File: src/rtl/unified_mem_arbiter.sv
// unified_mem_arbiter: round-robin arbiter sharing one variable-latency memory between fetch and data ports
module unified_mem_arbiter #(
   parameter int ADDR_W  = 32,
   parameter int DATA_W  = 32,
   parameter int TIMEOUT = 255
) (
   input  logic              clk,
   input  logic              rst,
   input  logic              global_en,
   input  logic              i_req,
   input  logic [ADDR_W-1:0] i_addr,
   output logic [DATA_W-1:0] i_rdata,
   output logic              i_done,
   input  logic              d_req,
   input  logic              d_we,
   input  logic [ADDR_W-1:0] d_addr,
   input  logic [DATA_W-1:0] d_wdata,
   output logic [DATA_W-1:0] d_rdata,
   output logic              d_done,
   output logic              mem_req,
   output logic              mem_we,
   output logic [ADDR_W-1:0] mem_addr,
   output logic [DATA_W-1:0] mem_wdata,
   input  logic              mem_gnt,
   input  logic              mem_rvalid,
   input  logic [DATA_W-1:0] mem_rdata,
   output logic              stall_if,
   output logic              stall_mem,
   output logic              err
);
   typedef enum logic [2:0] {IDLE, REQ_D, WAIT_D, REQ_I, WAIT_I, ERR} state_t;
   state_t            state_q, state_d;
   logic              last_gnt_d_q, last_gnt_d_d;
   logic [15:0]       wd_q, wd_d;
   logic              mem_req_q, mem_req_d, mem_we_q, mem_we_d;
   logic [ADDR_W-1:0] mem_addr_q, mem_addr_d;
   logic [DATA_W-1:0] mem_wdata_q, mem_wdata_d, i_rdata_q, i_rdata_d, d_rdata_q, d_rdata_d;
   logic              i_done_q, i_done_d, d_done_q, d_done_d, err_q, err_d;
   logic              arb, pick_i, busy, finish;

   // arbitration, handshake sequencing and watchdog; arbitration is held off during a done cycle
   always_comb begin
      state_d      = state_q;
      last_gnt_d_d = last_gnt_d_q;
      wd_d         = wd_q;
      mem_req_d    = mem_req_q;
      mem_we_d     = mem_we_q;
      mem_addr_d   = mem_addr_q;
      mem_wdata_d  = mem_wdata_q;
      i_rdata_d    = i_rdata_q;
      d_rdata_d    = d_rdata_q;
      err_d        = err_q;
      i_done_d     = 1'b0;
      d_done_d     = 1'b0;
      arb          = global_en && !i_done_q && !d_done_q && (i_req || d_req);
      pick_i       = i_req && (!d_req || last_gnt_d_q);
      busy         = state_q inside {REQ_D, WAIT_D, REQ_I, WAIT_I};
      finish       = (state_q == WAIT_D || state_q == WAIT_I) && mem_rvalid;
      case (state_q)
         IDLE: if (arb) begin
            state_d      = pick_i ? REQ_I : REQ_D;
            mem_req_d    = 1'b1;
            mem_we_d     = pick_i ? 1'b0 : d_we;
            mem_addr_d   = pick_i ? i_addr : d_addr;
            mem_wdata_d  = pick_i ? mem_wdata_q : d_wdata;
            last_gnt_d_d = !pick_i;
            wd_d         = '0;
         end
         REQ_D: if (mem_gnt) begin
            state_d   = WAIT_D;
            mem_req_d = 1'b0;
         end
         REQ_I: if (mem_gnt) begin
            state_d   = WAIT_I;
            mem_req_d = 1'b0;
         end
         WAIT_D: if (mem_rvalid) begin
            state_d   = IDLE;
            d_done_d  = 1'b1;
            d_rdata_d = mem_rdata;
         end
         WAIT_I: if (mem_rvalid) begin
            state_d   = IDLE;
            i_done_d  = 1'b1;
            i_rdata_d = mem_rdata;
         end
         default: ;
      endcase
      if (busy && !finish) begin
         wd_d = wd_q + 16'd1;
         if (wd_d == 16'(TIMEOUT)) begin
            state_d   = ERR;
            mem_req_d = 1'b0;
            err_d     = 1'b1;
         end
      end
   end

   // state and registered outputs
   always_ff @(posedge clk) begin
      if (rst) begin
         state_q      <= IDLE;
         last_gnt_d_q <= 1'b0;
         wd_q         <= '0;
         mem_req_q    <= 1'b0;
         mem_we_q     <= 1'b0;
         mem_addr_q   <= '0;
         mem_wdata_q  <= '0;
         i_rdata_q    <= '0;
         d_rdata_q    <= '0;
         i_done_q     <= 1'b0;
         d_done_q     <= 1'b0;
         err_q        <= 1'b0;
      end else begin
         state_q      <= state_d;
         last_gnt_d_q <= last_gnt_d_d;
         wd_q         <= wd_d;
         mem_req_q    <= mem_req_d;
         mem_we_q     <= mem_we_d;
         mem_addr_q   <= mem_addr_d;
         mem_wdata_q  <= mem_wdata_d;
         i_rdata_q    <= i_rdata_d;
         d_rdata_q    <= d_rdata_d;
         i_done_q     <= i_done_d;
         d_done_q     <= d_done_d;
         err_q        <= err_d;
      end
   end

   assign mem_req   = mem_req_q;
   assign mem_we    = mem_we_q;
   assign mem_addr  = mem_addr_q;
   assign mem_wdata = mem_wdata_q;
   assign i_rdata   = i_rdata_q;
   assign d_rdata   = d_rdata_q;
   assign i_done    = i_done_q;
   assign d_done    = d_done_q;
   assign err       = err_q;
   assign stall_if  = i_req & ~i_done_q;
   assign stall_mem = d_req & ~d_done_q;
endmodule

File: config.mk
export PLATFORM = sky130hd
export DESIGN_NAME = unified_mem_arbiter
export DESIGN_NICKNAME = d
export VERILOG_FILES = /design/src/rtl/unified_mem_arbiter.sv
export SDC_FILE = /design/constraint.sdc
export NUM_CORES = 1
export LEC_CHECK = 0
export CAP_MARGIN = 20
export CORE_ASPECT_RATIO = 1.75
export CORE_MARGIN = 2
export CORE_UTILIZATION = 42
export CTS_CLUSTER_DIAMETER = 120
export DETAILED_ROUTE_END_ITERATION = 8
export PLACE_DENSITY = 0.78
export SLEW_MARGIN = 20
export SYNTH_ARGS = -nofsm -noshare
export SYNTH_HDL_FRONTEND = slang
export SYNTH_SLANG_ARGS = --single-unit
File: constraint.sdc
create_clock -name clk -period 2.21 [get_ports clk]
set_input_delay 0.442 -clock clk [delete_from_list [all_inputs] [get_ports clk]]
set_output_delay 0.442 -clock clk [all_outputs]
set_load 0.1 [all_outputs]
* Word level (Yosys, flattened, before mapping)
Cells that the tools add are included.
Storage, ports and cells: bits in registers 153, output and inout bits 135
Cells by class: add/subtract/negate cells 1, equality and inequality tests 5, muxes and demuxes 19, bitwise operators 7, reduce and logical (&&, ||, !) cells 28
Operators with widths (count):
- 2-to-1 mux 16 bit | 3
- 2-to-1 mux 32 bit | 1
- 2-to-1 mux 3 bit | 6
- adder 16 x 1 -> 16 bit, second input constant | 1
- equality test 16 x 8 -> 1 bit, second input constant | 1
- one-hot mux 3 bit (4 select lines) | 1
- AND reduction 2 bit | 5
- OR reduction 2 bit | 4
- equality test 3 x 2 -> 1 bit, second input constant | 2
- logical AND 1 bit | 6
- 2-to-1 mux 1 bit | 6
- logical NOT 1 bit | 5
- inverter 1 bit | 5
- nonzero test 2 bit | 2
- nonzero test 4 bit | 1
- equality test 3 x 1 -> 1 bit, second input constant | 1
- equality test 3 bit, second input constant | 1
- logical NOT 3 bit | 1
- logical OR 1 bit | 3
- AND reduction 3 bit | 1
- bitwise AND 1 bit | 2
- 2-to-1 mux 2 bit | 1
- one-hot mux 1 bit (2 select lines) | 1

* Depth between registers and ports, before layout
Gate-level depths: netlist of run 1.
depth in word-level cells 8, gate-level depth with buffers 9, gate-level depth less buffers 7

* Worst setup path after synthesis of run 1
OpenSTA, ideal clock, no wires.
kind register to output, start point register i_done_q (netlist: i_done), end point output port stall_if, arrival 2.135 ns, required time 1.768 ns, path slack -0.367 ns, cell stages (with the launch flop) 2, path through dfxtp_1 -> nor2b_1
Between the ends: cells in the longest elaborated chain, start to end 2
Ends and longest elaborated chain:
- start: declaration | line 38 | logic i_done_q, i_done_d, d_done_q, d_done_d, err_q, err_d;
- start signal: assignment | line 124 | i_done_q <= i_done_d;
- inverter 1 bit | line 139 | assign stall_if = i_req & ~i_done_q;
- bitwise AND 1 bit | line 139
- end: declaration | line 27 | output logic stall_if,
No other way between the ends.

* Worst setup path after layout of run 1
start point register wd_q[6], end point register mem_req_q (netlist: mem_req)
Between the ends: cells in the longest elaborated chain, start to end 4
Ends and longest elaborated chain:
- start: declaration | line 34 | logic [15:0] wd_q, wd_d;
- start signal: assignment | line 117 | wd_q <= wd_d;
- adder 16 x 1 -> 16 bit | line 90 | wd_d = wd_q + 16'd1;
- equality test 16 x 8 -> 1 bit | line 91 | if (wd_d == 16'(TIMEOUT)) begin
- 2-to-1 mux 1 bit | line 91
- 2-to-1 mux 1 bit | line 89 | if (busy && !finish) begin
- end signal: assignment | line 118 | mem_req_q <= mem_req_d;
- end: declaration | line 35 | logic mem_req_q, mem_req_d, mem_we_q, mem_we_d;
No other way between the ends. A chain may end at the register's enable or synchronous reset.

==> results.md, run 1 <==
* Outcome: finished clean
* Most frequent cells in the layout: nand2_1, dfxtp_1, buf_4
* WP buf/inv at 0
* Starting DRT DRC Count at approximately 250
* Worst Setup EP: mem_req
* Number of max-cap violations at 0
* Max Clock Skew at between 10 and 15 ps
* CTS tree: built
* Remaining antenna violation count at 0
* CP Max Fanout at 8
* Yosys Warn Count at 0
* R2R Path Start: wd_q[6]
* Dominant synthesized flop cell: dfxtp_1
* Dominant cell type by area after synthesis: dfxtp_1
* Sw Ratio at between 30% and 40%
* Mapped Nets at 897
* Worst slew margin at roughly 63%
* Post-synth EDFFs at 0
* Gr ovfl total at 0
* Synth area leaders: dfxtp_1, nand2_1, a21oi_1
* Unrepaired setup endpoints after global routing: no
* Clk buf depth at 2
* CP Cell Sequence: nand3_1, nor4_1, xor2_1, nor4_2, nand4_2, nor3b_2
* Die H at around 160 um
* Die W at ~96 um
* Switching Power at ~2.6 mW
* Max frequency at roughly 0.48 GHz
* Period minus WS final at roughly 2100 ps
* Synth Area in Simple Gates at between 20% and 30%
* Pin count of the biggest net entering global routing at 47
* CTS sink count at about 150
* Post-synth cell types at 48
* Clock latency on the worst-skew pair at 420 ps
* Mux cell area share after synthesis at under 10%
* Post-synth top area share at approximately half
* Worst Hold Class: reg2reg
* Clock power frac at 38.2%
* CP arrival at roughly 2400 ps
* First-pass GRT wire length at ~30 mm
* Routed vias at about 6200
* Reg2Reg Depth at 6
* Lkg Pwr at ~3.9 nW
* Rows at 58
* HPWL Detailed at 14.1 mm
* Vias per cell at slightly above 5
* CTS Root Cell: clkbuf_16
* Post-route DRC at 0
* CP max stage delay at 470 ps
* Initial Util at around 43%
* Mapped Cells at between 700 and 800
* Pins Over Slew Limit at 0
* Final setup viols at 0
* Routed Wire Length at a little under 20 mm
* Startpoint class of the critical path: register
* Commonest non-fill, non-tap cell in the layout: nand2_1
* Slowest CP cell: dfxtp_1
* Routability cong. at 0.847
* FILL cells at about 1200
* Nets at about 1200
* Post-CTS sizing at 0
* Post-synth ARST share at 0%
* Sequential cell area fraction in the yosys report at 49.5%
* XOR/XNOR Fraction of Synth Area at 0.849%
* Die Area at 0.0158 mm2
* DR WL/cell at between 15 and 20 um
* Core area at around 0.014 mm2
* DR pass1 iterations at 4
* Crit. path cell count at 6
* Port Buffer Count at 270
* IR drop worst, VDD at 629 uV
* Antenna violations before repair at 1
* Vias in the first global route at 5925
* Crit Reg-Reg Endpoint: mem_req
* GRT Total Usage at approximately 24%
* CP Capture Type: register
* CTS Hold Buffers Added at 0
* Inst Count DP at approximately 1200
* Comb power frac at roughly a quarter
* Clk slew on worst S/H paths at around 60 ps
* Pint at 5.21 mW
* Mapped cell area at a little over 0.006 mm2
* Fraction of layout cells with a size suffix above 1 at 20.6%
* Compound-cell area share of the yosys netlist at between 15 and 20%
* Setup bufs post-CTS at 0
* Delay-heaviest family, CP: simple AND/OR/NAND/NOR gates
* Crit. Startpoint: wd_q[6]
* Critical Path RT at around 2500 ps
* Measured slew at the worst slew-check pin at 557 ps
* CTS Buf Count at 17
* Post-Synth Adder-Cell Area at 0.404%
* CTS H-tree lvls at 4
* Final Hold Vio Count at 0
* Tcrit/Tclk final at a little over nine tenths
* Power per cell area at a little over 800 mW/mm2
* Yosys reg bits at ~150
* Non-filler cells, final at around 1200
* Final Util at between 60% and 70%
* Area Overhead vs Synth at 53.5%
* WS Path Type: reg2reg
* Seq pwr share at 37.7%
* Largest family of logic cells by synthesized area: simple AND/OR/NAND/NOR gates
* Io pins at between 200 and 300
* Mean Syn Cell Area at around 8.2 um2
* Worst reg2reg setup slack at about 130 ps
==> Yosys cell counts (6+ instances only) <==
cell type  number
a211oi_1       33
a21oi_1       117
buf_2          23
clkbuf_1       36
dfxtp_1       153
inv_1           6
mux2i_1        34
nand2_1       209
nand3_1         9
nor2_1         52
nor3_1          7
o21ai_0        13
==> cell families (layout without fill, tap and decap cells) <==
family / count (synthesis) / count (layout)
xor+xnor: 6 / 6
compound gates: 179 / 179
buf+inv: 66 / 336
flops: 153 / 153
mux: 34 / 34
other cells: 0 / 1
simple gates: 319 / 319
fa+ha+maj: 2 / 2
==> worst min-delay path by stage <==
stage	start	end	slack [ps]	depth (start not counted)
2_1_floorplan	last_gnt_d_q	last_gnt_d_q	470	2
3_3_place_gp	i_rdata[19]	i_rdata[19]	440	2
3_5_place_dp	mem_wdata[20]	mem_wdata[20]	450	2
4_1_cts	mem_wdata[20]	mem_wdata[20]	460	2
5_1_grt	mem_wdata[2]	mem_wdata[2]	470	2
6_report	i_rdata[18]	i_rdata[18]	450	2
==> area by class of cell <==
cell class / count / area [um2] / share of cell area [%]
clock inverters: 14 / 174 / 1.83
diodes: 1 / 2.50 / 0.0263
flip-flops and latches: 153 / 3060 / 32.2
repair buffers: 298 / 2710 / 28.5
inverters: 6 / 22.5 / 0.237
well taps: 180 / 225 / 2.37
multi-input cells: 540 / 2870 / 30.2
clock buffers: 18 / 439 / 4.62
==> registers in the layout (all words and copies together), names as in the netlist <==
name / count
mem_we: 1
state_q: 3
wd_q: 16
d_done: 1
i_rdata: 32
mem_addr: 32
d_rdata: 32
mem_wdata: 32
mem_req: 1
err: 1
i_done: 1
last_gnt_d_q: 1
==> power groups by stage <==
stage | sequential (mW) | clock, mW | combinational (mW)
global placement | 3.01 | 0 | 1.88
CTS | 2.96 | 3.06 | 1.90
global route | 2.97 | 3.16 | 1.98
detailed placement | 3.02 | 0 | 1.89
finish | 2.96 | 3.00 | 1.89
floorplan | 3.86 | 0 | 0.417
==> routing by layer <==
metal | global-route usage [%] | vias up | wire length, um
li1 | - | 3102 | -
met3 | 6.84 | 45 | 1200
met2 | 42.9 | 185 | 10200
met5 | 0 | - | 0
met1 | 26.2 | 2841 | 7110
met4 | 11.1 | 0 | 702
==> stage by stage <==
stage | hold WS (ps) | setup slack [ps] | TNS [ps] | power (mW) | cell area (um2)
after detailed placement | 447 | -24.7 | -40.5 | 4.91 | 8890
final | 453 | 128 | 0 | 7.85 | 9500
after global placement | 442 | 27.2 | 0 | 4.89 | 8890
after global routing | 472 | 3.70 | 0 | 8.11 | 9500
after floorplan | 465 | 115 | 0 | 4.28 | 6200
after CTS | 456 | 157 | 0 | 7.91 | 9500
==> worst register-to-register path, delay by kind of cell (launching register included) <==
| family | cells | cell delay [ps] |
|---|---|---|
| and+or+nand+nor | 5 | 1300 |
| DFF | 1 | 470 |
| xor gates and xnor gates | 1 | 180 |
Note: power is estimated with default switching activity, not from simulation.
==> run 2, diff against run 1 <==
--- a/config.mk
+++ b/config.mk
@@ -11,7 +11,7 @@
 export CORE_UTILIZATION = 42
 export CTS_CLUSTER_DIAMETER = 120
 export DETAILED_ROUTE_END_ITERATION = 8
-export PLACE_DENSITY = 0.78
+export PLACE_DENSITY = 0.8
 export SLEW_MARGIN = 20
 export SYNTH_ARGS = -nofsm -noshare
 export SYNTH_HDL_FRONTEND = slang
==> run 2 against run 1 <==
Clock power is 3% higher. Hold slack improved by 0.53 ps. Worst setup slack better by 39 ps. Die area unchanged. Sequential share of layout area is 0.15 points lower. Critical path type unchanged.
==> results.md, run 2 (same netlist as run 1, synthesis figures left out) <==
* CTS tree: built (unchanged)
* Max frequency at 0.489 GHz (was 0.480 GHz)
* Hold Path End: i_rdata[25] (was i_rdata[18])
* WS Path Type: reg2reg (unchanged)
* First-pass GRT wire length at 30.3 mm (was 29.7 mm)
* Worst slew margin at 59.8% (was 62.9%)
* Port Buffer Count at 270 (unchanged)
* Area Overhead vs Synth at 54.3% (was 53.5%)
* Vias in the first global route at 5993 (was 5925)
* CP Cell Sequence: nand3_1, nor4_1, xor2_1, nor4_2, nand4_2, nor3b_2 (unchanged)
* Diodes inserted at 0 (was 1)
* CTS H-tree lvls at 4 (unchanged)
* Measured slew at the worst slew-check pin at 603 ps (was 557 ps)
* IR drop worst, VDD at 664 uV (was 629 uV)
* Critical Path RT at 2490 ps (about the same)
* Max Clock Skew at 10.7 ps (was 12.0 ps)
* Worst reg2reg setup slack at 170 ps (was 130 ps)
* Inst Count DP at 1184 (was 1177)
* Die H at 165 um (unchanged)
* Top Metal Used: met4 (unchanged)
* Power per cell area at 831 mW/mm2 (was 826 mW/mm2)
* Final Util at 66.5% (was 66.1%)
* Fraction of layout cells with a size suffix above 1 at 21.3% (was 20.6%)
* Worst Hold Class: reg2reg (unchanged)
* Die W at 95.8 um (unchanged)
* Routed Wire Length at 19.7 mm (was 19.2 mm)
* Number of max-cap violations at 0 (unchanged)
* Unrepaired setup endpoints after global routing: no (unchanged)
* Crit. Startpoint: wd_q[5] (was wd_q[6])
* Crit Reg-Reg Endpoint: mem_req (unchanged)
* Nets at 1161 (was 1154)
* CTS sink count at 153 (unchanged)
* Non-filler cells, final at 1216 (was 1210)
* HPWL Detailed at 14.4 mm (was 14.1 mm)
* Routed length on met3 at 1.27 mm (was 1.20 mm)
* CP max stage delay at 430 ps (was 470 ps)
* Core area at 0.0144 mm2 (unchanged)
* Worst Hold Launch: i_rdata[25] (was i_rdata[18])
* Clk slew on worst S/H paths at 60 ps (about the same)
* CP arrival at 2320 ps (was 2360 ps)
* DR pass1 iterations at 5 (was 4)
* Slowest CP cell: dfxtp_1 (unchanged)
* Metal2 WL at 10.7 mm (was 10.2 mm)
* Commonest non-fill, non-tap cell in the layout: nand2_1 (unchanged)
* Clk buf depth at 2 (unchanged)
* Setup bufs post-CTS at 0 (unchanged)
* Worst Setup Slack, final at 167 ps (was 128 ps)
* GRT Total Usage at 24.8% (was 24.3%)
* Pins Over Slew Limit at 0 (unchanged)
* Power Total at 7.94 mW (was 7.85 mW)
* Hold Crit Depth at 2 (unchanged)
* Period minus WS final at 2040 ps (was 2080 ps)
* Vias per cell at 5.15 (was 5.10)
* Remaining antenna violation count at 0 (unchanged)
* DR WL/cell at 16.2 um (was 15.9 um)
* Setup slack at placement at -17.8 ps (was -24.7 ps)
* CP Max Fanout at 7 (was 8)
* Cell area after layout at 0.00956 mm2 (was 0.00950 mm2)
* Die Area at 0.0158 mm2 (unchanged)
* Placed Area at 0.00893 mm2 (was 0.00889 mm2)
* Outcome: finished clean (unchanged)
* Rows at 58 (unchanged)
* Wire length on met1 at 7.14 mm (was 7.11 mm)
* Io pins at 271 (unchanged)
* Lkg Pwr at 3.89 nW (was 3.86 nW)
* Clock latency on the worst-skew pair at 420 ps (about the same)
* Final hold slack at 454 ps (was 453 ps)
* Antenna violations before repair at 0 (was 1)
* CTS Root Cell: clkbuf_16 (unchanged)
* FILL cells at 1233 (was 1219)
* Startpoint class of the critical path: register (unchanged)
* Pin count of the biggest net entering global routing at 67 (was 47)
* Final setup viols at 0 (unchanged)
* Initial Util at 43.1% (unchanged)
* Tcrit/Tclk final at 92.4% (was 94.2%)
* CP Capture Type: register (unchanged)
* Most frequent cells in the layout: nand2_1, buf_4, dfxtp_1 (was nand2_1, dfxtp_1, buf_4)
* Final Hold Vio Count at 0 (unchanged)
* Reg2Reg Depth at 6 (unchanged)
* CTS Buf Count at 17 (unchanged)
* Routed vias at 6263 (was 6173)
* Post-route DRC at 0 (unchanged)
* Routability cong. at 0.889 (was 0.847)
* Gr ovfl total at 0 (unchanged)
* Starting DRT DRC Count at 359 (was 248)
* R2R Path Start: wd_q[5] (was wd_q[6])
* Final TNS setup at 0 ps (unchanged)
==> run 2: cell types whose count changed in the layout (fill, tap and decap cells not counted), moves of 2 or more <==
cell      delta
buf_4        +8
dfxtp_1      -2
inv_8        -2
clkinv_4     -2
dfxtp_2      +2
==> run 2: repair_timing <==
| item | in CTS | in global routing |
|---|---|---|
| hold endpoints to repair | 0 | 0 |
| gates resized for setup | 0 | 3 |
| endpoints found under the setup margin | 0 | 2 |
| hold buffers | 0 | 0 |
==> run 2: where the power goes <==
part / total, mW / internal [mW] / switching (mW)
clock: 3.08 / 1.85 / 1.24
combinational: 1.90 / 0.584 / 1.32
sequential: 2.96 / 2.88 / 0.0720
==> run 2: how the worst max path moves through the flow <==
stage	to	slack, ps	depth (start not counted)
floorplan	mem_wdata[10]	120	7
global route	mem_req	10	6
finish	mem_req	170	6
CTS	mem_req	130	7
global placement	mem_req	30	7
detailed placement	mem_req	-20	7
==> run 2: critical path: cells and delay by family, from the launching register on <==
family | cells | cell delay [ps]
xor gates and xnor gates | 1 | 190
DFF | 1 | 430
and+or+nand+nor | 5 | 1290
==> run 2: per-layer routing <==
metal	GRT usage [%]	vias to the layer above
li1	-	3113
met1	27.2	2897
met2	43.8	209
met3	6.71	44
met4	10.8	0
met5	0	-
==> run 2: final cells by class <==
type / count / area (um2) / share of cell area, %
timing repair buffer: 305 / 2750 / 28.8
multi-input combinational: 540 / 2870 / 30.0
clock inverter: 13 / 180 / 1.89
sequential: 153 / 3070 / 32.1
tap: 180 / 225 / 2.36
clock buffer: 19 / 443 / 4.63
inverter: 6 / 22.5 / 0.236
==> run 3, diff against run 2 <==
--- a/config.mk
+++ b/config.mk
@@ -5,9 +5,8 @@
 export SDC_FILE = /design/constraint.sdc
 export NUM_CORES = 1
 export LEC_CHECK = 0
-export CAP_MARGIN = 20
+export CAP_MARGIN = 30
 export CORE_ASPECT_RATIO = 1.75
-export CORE_MARGIN = 2
 export CORE_UTILIZATION = 42
 export CTS_CLUSTER_DIAMETER = 120
 export DETAILED_ROUTE_END_ITERATION = 8
==> constraint.sdc (replaced) <==
create_clock -name clk -period 2.3 [get_ports clk]
set_input_delay 0.46 -clock clk [delete_from_list [all_inputs] [get_ports clk]]
set_output_delay 0.46 -clock clk [all_outputs]
set_load 0.1 [all_outputs]
==> run 3 against run 2 <==
Critical path depth grew 2. Sequential cell count is the same. Critical endpoint unchanged. Worst setup slack gained 82 ps. Combinational power shrank 5%. Non-clock buffer count shrank 6. First-iteration DRC count shrank 21%. Die area shrank 3.3%.
==> results.md, run 3 (same netlist as run 1, synthesis figures left out) <==
* Remaining antenna violation count at 0 (unchanged)
* Rows at 58 (unchanged)
* Fraction of layout cells with a size suffix above 1 at 20.6% (was 21.3%)
* Vias per cell at 5.10 (was 5.15)
* Antenna violations before repair at 0 (unchanged)
* CP Cell Sequence: ha_1, nand3_2, buf_4, nor3_1, mux2i_1, nor2_1, nand4_2, nor3b_2 (was nand3_1, nor4_1, xor2_1, nor4_2, nand4_2, nor3b_2)
* Worst Hold Class: in2reg (was reg2reg)
* CP max stage delay at 470 ps (was 430 ps)
* CTS Buf Count at 17 (unchanged)
* Routability cong. at 0.885 (was 0.889)
* Worst slew margin at 71.5% (was 59.8%)
* Period minus WS final at 2050 ps (was 2040 ps)
* Clk buf depth at 2 (unchanged)
* Power per cell area at 789 mW/mm2 (was 831 mW/mm2)
* Final hold slack at 432 ps (was 454 ps)
* Clk slew on worst S/H paths at 60 ps (about the same)
* Startpoint class of the critical path: register (unchanged)
* Cell area after layout at 0.00951 mm2 (was 0.00956 mm2)
* Die W at 93.8 um (was 95.8 um)
* Port Buffer Count at 270 (unchanged)
* Top Metal Used: met4 (unchanged)
* Routed length on met3 at 1.06 mm (was 1.27 mm)
* Initial Util at 43.1% (unchanged)
* Wire length on met1 at 7.31 mm (was 7.14 mm)
* Crit Reg-Reg Endpoint: mem_req (unchanged)
* Setup slack at placement at 26.5 ps (was -17.8 ps)
* Setup bufs post-CTS at 0 (unchanged)
* DR pass1 iterations at 4 (was 5)
* Nets at 1155 (was 1161)
* Post-CTS sizing at 0 (unchanged)
* Crit. path cell count at 8 (was 6)
* Core area at 0.0144 mm2 (unchanged)
* Power Total at 7.50 mW (was 7.94 mW)
* Slowest CP cell: dfxtp_1 (unchanged)
* Outcome: finished clean (unchanged)
* Final Hold Vio Count at 0 (unchanged)
* Number of max-cap violations at 0 (unchanged)
* Pins Over Slew Limit at 0 (unchanged)
* Routed vias at 6170 (was 6263)
* IR drop worst, VDD at 534 uV (was 664 uV)
* Most frequent cells in the layout: nand2_1, dfxtp_1, buf_4 (was nand2_1, buf_4, dfxtp_1)
* WS Path Type: reg2reg (unchanged)
* Post-route DRC at 0 (unchanged)
* CP Capture Type: register (unchanged)
* Placed Area at 0.00891 mm2 (was 0.00893 mm2)
* Pin count of the biggest net entering global routing at 63 (was 67)
* R2R Path Start: wd_q[0] (was wd_q[5])
* Tcrit/Tclk final at 89.2% (was 92.4%)
* Metal2 WL at 9.77 mm (was 10.7 mm)
* CP Max Fanout at 6 (was 7)
* Unrepaired setup endpoints after global routing: no (unchanged)
* First-pass GRT wire length at 28.9 mm (was 30.3 mm)
* CP arrival at 2340 ps (was 2320 ps)
* GRT Total Usage at 24.3% (was 24.8%)
* Area Overhead vs Synth at 53.5% (was 54.3%)
* HPWL Detailed at 13.7 mm (was 14.4 mm)
* Gr ovfl total at 0 (unchanged)
* Critical Path RT at 2590 ps (was 2490 ps)
* Routed Wire Length at 18.9 mm (was 19.7 mm)
* Max Clock Skew at 9.72 ps (was 10.7 ps)
* Io pins at 271 (unchanged)
* Worst Setup EP: mem_req (unchanged)
* CTS tree: built (unchanged)
* Die Area at 0.0153 mm2 (was 0.0158 mm2)
* DR WL/cell at 15.6 um (was 16.2 um)
* Diodes inserted at 0 (unchanged)
* CTS Root Cell: clkbuf_16 (unchanged)
* Final setup viols at 0 (unchanged)
* Die H at 163 um (was 165 um)
* Measured slew at the worst slew-check pin at 423 ps (was 603 ps)
* Lkg Pwr at 3.86 nW (was 3.89 nW)
* Max frequency at 0.488 GHz (was 0.489 GHz)
* CTS sink count at 153 (unchanged)
* Clock latency on the worst-skew pair at 420 ps (about the same)
* Final TNS setup at 0 ps (unchanged)
* Reg2Reg Depth at 8 (was 6)
* CTS H-tree lvls at 4 (unchanged)
* Worst reg2reg setup slack at 250 ps (was 170 ps)
* CTS Hold Buffers Added at 0 (unchanged)
* Worst Setup Slack, final at 249 ps (was 167 ps)
* Commonest non-fill, non-tap cell in the layout: nand2_1 (unchanged)
* WP buf/inv at 1 (was 0)
* Vias in the first global route at 5862 (was 5993)
* Delay-heaviest family, CP: simple AND/OR/NAND/NOR gates (unchanged)
* Crit. Startpoint: wd_q[0] (was wd_q[5])
* Starting DRT DRC Count at 284 (was 359)
run 3: cell types whose count changed in the layout (fill, tap and decap cells not counted), moves of 2 or more:
cell      delta
clkinv_4     +2
buf_4        -8
buf_12       +2
dfxtp_2      -2
dfxtp_1      +2
inv_6        -3
run 3: metrics by stage:
step / std cells / utilization [%]
floorplan: 759 / -
CTS: 1209 / 66.2
detailed placement: 1178 / 62.0
global route: 1209 / 66.2
finish: 1209 / 66.2
global placement: 1178 / 62.0
run 3: area by class of cell:
| cell class | count | area (um2) |
|---|---|---|
| Timing Repair Buffer | 299 | 2730 |
| Clock buffer | 18 | 439 |
| Tap cell | 180 | 225 |
| Sequential cell | 153 | 3060 |
| Multi-Input combinational cell | 540 | 2870 |
| Inverter | 6 | 22.5 |
| Clock inverter | 13 | 160 |
| Fill cell | 1198 | 4860 |
run 3: how the worst min path moves through the flow:
stage | start | endpoint | slack (ps) | cells after the start
after floorplan | last_gnt_d_q | last_gnt_d_q | 470 | 2
after global placement | err | err | 440 | 2
after detailed placement | err | err | 450 | 2
after CTS | rst | i_done | 420 | 2
after global routing | rst | i_done | 450 | 2
final | rst | d_done | 430 | 2
run 3: metal layers:
layer,global-route usage (%),up-vias
li1,-,3110
met1,26.9,2803
met2,42.9,210
met3,4.62,47
met4,13.5,0
met5,0,-
run 3: power breakdown:
group / internal [mW] / switching, mW
sequential: 2.77 / 0.0709
clock: 1.66 / 1.20
combinational: 0.553 / 1.25
total: 4.98 / 2.52
run 3: worst reg2reg max path, cell delays in order (launching register included):
cell     delay (ps)
dfxtp_1         470
ha_1            230
nand3_2         100
buf_4           180
nor3_1          250
mux2i_1         130
nor2_1          180
nand4_2         190
nor3b_2         200
